`src/rtl/reg_transfer_arbiter_pkg.sv`:
```
// Shared definitions for the register transfer arbiter.
//   NREG_DEF      : default number of general registers
//   IDX_W         : register index width
//   state_e       : transfer sequencer states
//   dst_protected : true when a write to dst must be suppressed
package reg_transfer_arbiter_pkg;

   localparam int NREG_DEF = 16;
   localparam int IDX_W    = 4;

   typedef enum logic [1:0] {
      ST_IDLE  = 2'd0,
      ST_DRIVE = 2'd1,
      ST_WRITE = 2'd2
   } state_e;

   // Register 0 may be hard-wired; indices past the file do not exist.
   function automatic logic dst_protected(input logic [IDX_W-1:0] dst,
                                          input int nreg, input bit prot_r0);
      return (prot_r0 && (dst == '0)) || (int'(dst) >= nreg);
   endfunction

endpackage

```
`src/rtl/reg_transfer_arbiter_if.sv`:
```
// Handshake and register-bus bundle of the transfer arbiter.
//   req/src0/dst0/src1/dst1 : requester side (0 = control unit, 1 = debug port)
//   gnt/ack/err             : per-transfer status back to requesters
//   rd_en/rd_sel/wr_en/busy : register-file bus controls
// master = requesters / register file view, slave = arbiter view.
interface reg_transfer_arbiter_if
   import reg_transfer_arbiter_pkg::*;
   #(parameter int NREG = NREG_DEF) ();

   logic [1:0]       req;
   logic [IDX_W-1:0] src0, dst0, src1, dst1;
   logic [1:0]       gnt;
   logic [1:0]       ack;
   logic             rd_en;
   logic [IDX_W-1:0] rd_sel;
   logic [NREG-1:0]  wr_en;
   logic             busy;
   logic             err;

   modport master (output req, src0, dst0, src1, dst1,
                   input  gnt, ack, rd_en, rd_sel, wr_en, busy, err);

   modport slave  (input  req, src0, dst0, src1, dst1,
                   output gnt, ack, rd_en, rd_sel, wr_en, busy, err);

endinterface

```
`src/rtl/reg_transfer_arbiter_decoder.sv`:
```
// reg_decoder_4to16: register index + enable -> one-hot write strobe.
//   idx    : register index
//   en     : strobe enable; all outputs low when clear
//   onehot : NOUT-wide one-hot strobe
module reg_decoder_4to16
   import reg_transfer_arbiter_pkg::*;
   #(parameter int NOUT = NREG_DEF)
   (
      input  logic [IDX_W-1:0] idx,
      input  logic             en,
      output logic [NOUT-1:0]  onehot
   );

   for (genvar i = 0; i < NOUT; i++) begin : g_bit
      assign onehot[i] = en && (idx == IDX_W'(i));
   end

endmodule

```
`src/rtl/reg_transfer_arbiter.sv`:
```
// reg_transfer_arbiter: grants one of two requesters a register-to-register
// transfer (DRIVE source onto the bus, then WRITE it to dst), round-robin on
// contention, then acks the winner in the first IDLE cycle.
//   clk : clock
//   clr : synchronous active-low reset
//   bus : handshake + register bus (slave modport)
module reg_transfer_arbiter
   import reg_transfer_arbiter_pkg::*;
   #(
      parameter int NREG       = NREG_DEF,
      parameter bit PROTECT_R0 = 1'b1
   )
   (
      input  logic                  clk,
      input  logic                  clr,
      reg_transfer_arbiter_if.slave bus
   );

   state_e           state_q, state_d;
   logic             win_q, win_d;     // winner of current/last transfer
   logic             last_q;           // requester granted most recently
   logic [IDX_W-1:0] src_q, dst_q;
   logic             ack_q, err_q;
   logic             start;
   logic             prot;

   // A request seen in the ack cycle is deliberately ignored there.
   always_comb begin
      state_d = state_q;
      start   = 1'b0;
      win_d   = 1'b0;
      unique case (bus.req)
         2'b10:   win_d = 1'b1;
         2'b11:   win_d = ~last_q;
         default: win_d = 1'b0;
      endcase
      unique case (state_q)
         ST_IDLE: begin
            if (|bus.req && !ack_q) begin
               start   = 1'b1;
               state_d = ST_DRIVE;
            end
         end
         ST_DRIVE: state_d = ST_WRITE;
         ST_WRITE: state_d = ST_IDLE;
         default:  state_d = ST_IDLE;
      endcase
   end

   assign prot = dst_protected(dst_q, NREG, PROTECT_R0);

   always_ff @(posedge clk) begin
      if (!clr) begin
         state_q <= ST_IDLE;
         win_q   <= 1'b0;
         last_q  <= 1'b1;   // requester 0 wins the first contention
         src_q   <= '0;
         dst_q   <= '0;
         ack_q   <= 1'b0;
         err_q   <= 1'b0;
      end else begin
         state_q <= state_d;
         ack_q   <= (state_q == ST_WRITE);
         err_q   <= (state_q == ST_WRITE) && prot;
         if (start) begin
            win_q  <= win_d;
            last_q <= win_d;
            src_q  <= win_d ? bus.src1 : bus.src0;
            dst_q  <= win_d ? bus.dst1 : bus.dst0;
         end
      end
   end

   // win_q is stable through the ack cycle because start is blocked there.
   assign bus.busy   = (state_q != ST_IDLE);
   assign bus.gnt    = bus.busy ? (win_q ? 2'b10 : 2'b01) : 2'b00;
   assign bus.ack    = ack_q ? (win_q ? 2'b10 : 2'b01) : 2'b00;
   assign bus.err    = err_q;
   assign bus.rd_en  = bus.busy;
   assign bus.rd_sel = bus.busy ? src_q : '0;

   reg_decoder_4to16 #(.NOUT(NREG)) u_dec (
      .idx    (dst_q),
      .en     ((state_q == ST_WRITE) && !prot),
      .onehot (bus.wr_en)
   );

endmodule

```
`src/flat_wrapper.sv`:
```
// flat-port wrapper written by rule: the top's interface ports become plain ports
module reg_transfer_arbiter_flat import reg_transfer_arbiter_pkg::*;
#(
      parameter int NREG       = NREG_DEF,
      parameter bit PROTECT_R0 = 1'b1
   )
  (clk, clr, bus_req, bus_src0, bus_dst0, bus_src1, bus_dst1, bus_gnt, bus_ack, bus_rd_en, bus_rd_sel, bus_wr_en, bus_busy, bus_err);
  reg_transfer_arbiter_if #(.NREG(NREG)) bus_i ();
  input  logic clk;
  input  logic clr;
  input wire logic [$bits(bus_i.req)-1:0] bus_req;
  input wire logic [$bits(bus_i.src0)-1:0] bus_src0;
  input wire logic [$bits(bus_i.dst0)-1:0] bus_dst0;
  input wire logic [$bits(bus_i.src1)-1:0] bus_src1;
  input wire logic [$bits(bus_i.dst1)-1:0] bus_dst1;
  output wire logic [$bits(bus_i.gnt)-1:0] bus_gnt;
  output wire logic [$bits(bus_i.ack)-1:0] bus_ack;
  output wire logic [$bits(bus_i.rd_en)-1:0] bus_rd_en;
  output wire logic [$bits(bus_i.rd_sel)-1:0] bus_rd_sel;
  output wire logic [$bits(bus_i.wr_en)-1:0] bus_wr_en;
  output wire logic [$bits(bus_i.busy)-1:0] bus_busy;
  output wire logic [$bits(bus_i.err)-1:0] bus_err;
  assign bus_i.req = bus_req;
  assign bus_i.src0 = bus_src0;
  assign bus_i.dst0 = bus_dst0;
  assign bus_i.src1 = bus_src1;
  assign bus_i.dst1 = bus_dst1;
  assign bus_gnt = bus_i.gnt;
  assign bus_ack = bus_i.ack;
  assign bus_rd_en = bus_i.rd_en;
  assign bus_rd_sel = bus_i.rd_sel;
  assign bus_wr_en = bus_i.wr_en;
  assign bus_busy = bus_i.busy;
  assign bus_err = bus_i.err;
  reg_transfer_arbiter #(.NREG(NREG), .PROTECT_R0(PROTECT_R0)) u_core (.clk(clk), .clr(clr), .bus(bus_i));
endmodule
```
`config.mk`:
```
export PLATFORM = sky130hd
export DESIGN_NAME = reg_transfer_arbiter_flat
export DESIGN_NICKNAME = d
export VERILOG_FILES = /design/src/rtl/reg_transfer_arbiter_pkg.sv /design/src/rtl/reg_transfer_arbiter_if.sv /design/src/rtl/reg_transfer_arbiter_decoder.sv /design/src/rtl/reg_transfer_arbiter.sv /design/src/flat_wrapper.sv
export SDC_FILE = /design/constraint.sdc
export NUM_CORES = 1
export LEC_CHECK = 0
export CORE_MARGIN = 5
export CORE_UTILIZATION = 38
export CTS_BUF_LIST = sky130_fd_sc_hd__clkbuf_8
export DETAILED_ROUTE_END_ITERATION = 7
export PLACE_DENSITY_LB_ADDON = 0.2
export SYNTH_ARGS = -nofsm -noshare
export SYNTH_HDL_FRONTEND = slang
export SYNTH_HIERARCHICAL = 1
export SYNTH_SLANG_ARGS = --single-unit
export TNS_END_PERCENT = 20
```
`constraint.sdc`:
```
create_clock -name clk -period 2.2 [get_ports clk]
set_clock_uncertainty 0.2 [all_clocks]
set_input_delay 0.33 -clock clk [delete_from_list [all_inputs] [get_ports clk]]
set_output_delay 0.33 -clock clk [all_outputs]
set_load 0.01 [all_outputs]
```
==> metrics.txt <==
DR DRC count 0; cell count after synthesis 102; GPL Wtd Cong 0.792; Post-synth top cells 18 x nand2_1, 15 x nor2_1, 14 x dfxtp_1; Min-Delay Startpoint u_core/src_q[0]$_SDFFE_PN0P_; # hold bufs at CTS 0; Power, Total 803 uW; clock latency on the worst-skew pair 0.24 ns; area of the core 1980 um^2; Crit Path Class reg2out; setup ws final 0.0694 ns; Worst Max-Slew Pin Slew 0.405 ns; vias 946; register area share after synthesis 35.3%; DIE AREA 3110 um^2; status finished, final reports clean; TritonCTS clock tree yes; Main synth FF type dfxtp_1; initial antenna violation count 0; post-DR vias/cell 5.09; Initial DRC Count 20; pwr dens 577 nW/um^2; Worst Setup End Kind output port; # setup viols final 0; CP startpoint u_core/dst_q[0]$_SDFFE_PN0P_; clk buf depth 2; WHS 0.314 ns; Die Ht 55.7 um; DR WL/cell 13.6 um; largest stage delay on the critical path 0.33 ns; Num CTS Buffers 3; cell with the largest stage delay on the worst path dfxtp_2; worst hold path type reg2reg; Seq cells post-synth 14; Pleak 0.000634 uW; Slew HR 73.0%; Tcrit/Tclk final 96.8%; minimum clock period 2.13 ns; Starting Density 40.1%; RSZ-0062 raised after global routing yes; total clock sinks 14; gr usage total 16.2%; Largest delay share family, worst path simple AND/OR/NAND/NOR gates; top cell type's share of synthesized area 35.3%; WP buf/inv 2; yosys warns 6; Port Buffers 46; top cells by area, synth dfxtp_1 35%, a311oi_1 8.8%, nand2_1 8.5%, nor2_1 7.1%, a21oi_1 5.7%; Final Hold Viols 0; synthesized area 795 um^2; crit path launch type register; Root Driver clkbuf_8; overall routed net length 2530 um; GRT overflow 0; Yosys cell types 27; max-slew violation count 0; Pre-Repair DR Iteration Count 4; worst-path cell chain nor4_4, nor3b_2, buf_4, nand3b_1, nor3_1, dlygate4sd2_1; Post-Synthesis Net Count 122; pre-CTS WS -0.0881 ns; Worst VDD drop 0.000443 V; syn_area_per_cell 7.79 um^2; number of flops mapped to enable cells by yosys 0; top-count cell post-synth nand2_1; largest net degree at the start of global routing 12; die width 55.7 um; first-pass GRT wire length 4110 um; Crit Path Max Fanout 4; CP required 1.67 ns; Nets 180; vias in the first global route 876; Rows 16; H-tree lvl count 1; I/O pins 47; largest area contributor in the netlist dfxtp_1; HPWL after DPL 1940 um; worst path arrival time 1.60 ns; max_cap viols 0; number of antenna diodes 0; Area growth syn-to-layout 75.1%; Crit Reg-Reg Startpoint u_core/state_q[0]$_SDFFE_PN0P_; Fmax 0.469 GHz; Final ANT Viol Nets 0; CTS clk-pin slew, worst paths 0.06 ns; FFs w/ async S/R, synth 0%; layout cell share with drive strength beyond 1 24.5%
[final timing paths]
| kind | to | slack [ns] | depth (start not counted) |
|---|---|---|---|
| min | u_core/src_q[0]$_SDFFE_PN0P_ | 0.31 | 2 |
| max | bus_wr_en[8] | 0.07 | 6 |
| min reg2reg | u_core/src_q[0]$_SDFFE_PN0P_ | 0.31 | 2 |
| max reg2reg | u_core/dst_q[1]$_SDFFE_PN0P_ | 0.71 | 6 |
[per-stage QoR]
step / instances / cell area [um^2] / utilization [%] / setup TNS [ns]
2_1_floorplan: 102 / 795 / - / 0
3_3_place_gp: 178 / 1300 / 65.8 / -0.237
3_5_place_dp: 178 / 1300 / 65.8 / -0.318
4_1_cts: 182 / 1350 / 68.2 / -0.134
5_1_grt: 186 / 1390 / 70.2 / -0.0838
6_report: 186 / 1390 / 70.2 / 0
[cell families after synthesis]
| logic type | Yosys count | synth area share [%] |
|---|---|---|
| AOI/OAI and AO/OA | 23 | 21.6 |
| and+or+nand+nor | 58 | 36.5 |
| buffers and inverters | 7 | 6.61 |
| DFF | 14 | 35.3 |
[what timing repair did]
item	CTS	global route
endpoints found under the setup margin	16	20
gates resized for setup	33	17
gates cloned	0	0
buffers inserted	0	4
[registers in the layout, summed over array words and instances, names as in the netlist]
name            cells
u_core/dst_q        4
u_core/src_q        4
u_core/state_q      2
u_core/ack_q        1
u_core/bus.err      1
u_core/last_q       1
u_core/win_q        1
[worst register-to-register path, cell delays in order (launching register included)]
cell	delay (ns)
dfxtp_1	0.32
buf_4	0.14
nor2_2	0.10
inv_2	0.09
buf_4	0.15
nor2_4	0.21
a311oi_1	0.13
[placed cells by master (no fill, tap or decap), types with 4 or more instances in the layout]
master / Yosys / routed
dfxtp_1: 14 / 10
and2_1: 7 / 7
clkdlybuf4s50_1: 0 / 29
a311oi_1: 8 / 8
buf_2: 0 / 4
clkbuf_8: 0 / 4
nand2_1: 18 / 18
nor2_1: 15 / 13
dlygate4sd2_1: 0 / 4
a21oi_1: 9 / 9
dfxtp_2: 0 / 4
clkbuf_2: 0 / 4
buf_4: 2 / 12
[layout make-up]
type	instances	area, um^2
Clock buffer	4	55.1
Fill cell	163	591
Inverter	2	7.51
Multi-Input combinational cell	81	497
Sequential cell	14	285
Tap cell	27	33.8
Timing Repair Buffer	58	513
[report_power, final]
group / switching, uW / internal [uW]
Combinational: 120 / 134
Sequential: 20.6 / 283
Clock: 86.8 / 158
Total: 228 / 575
[per-layer routing]
layer | vias up | wire length [um] | GRT usage, %
met5 | - | 0 | 0
met4 | 0 | 27 | 5.90
met3 | 4 | 159 | 3.71
met2 | 32 | 1280 | 27.2
met1 | 437 | 1070 | 20.1
li1 | 473 | - | -
(Power assumes the default switching activity.)
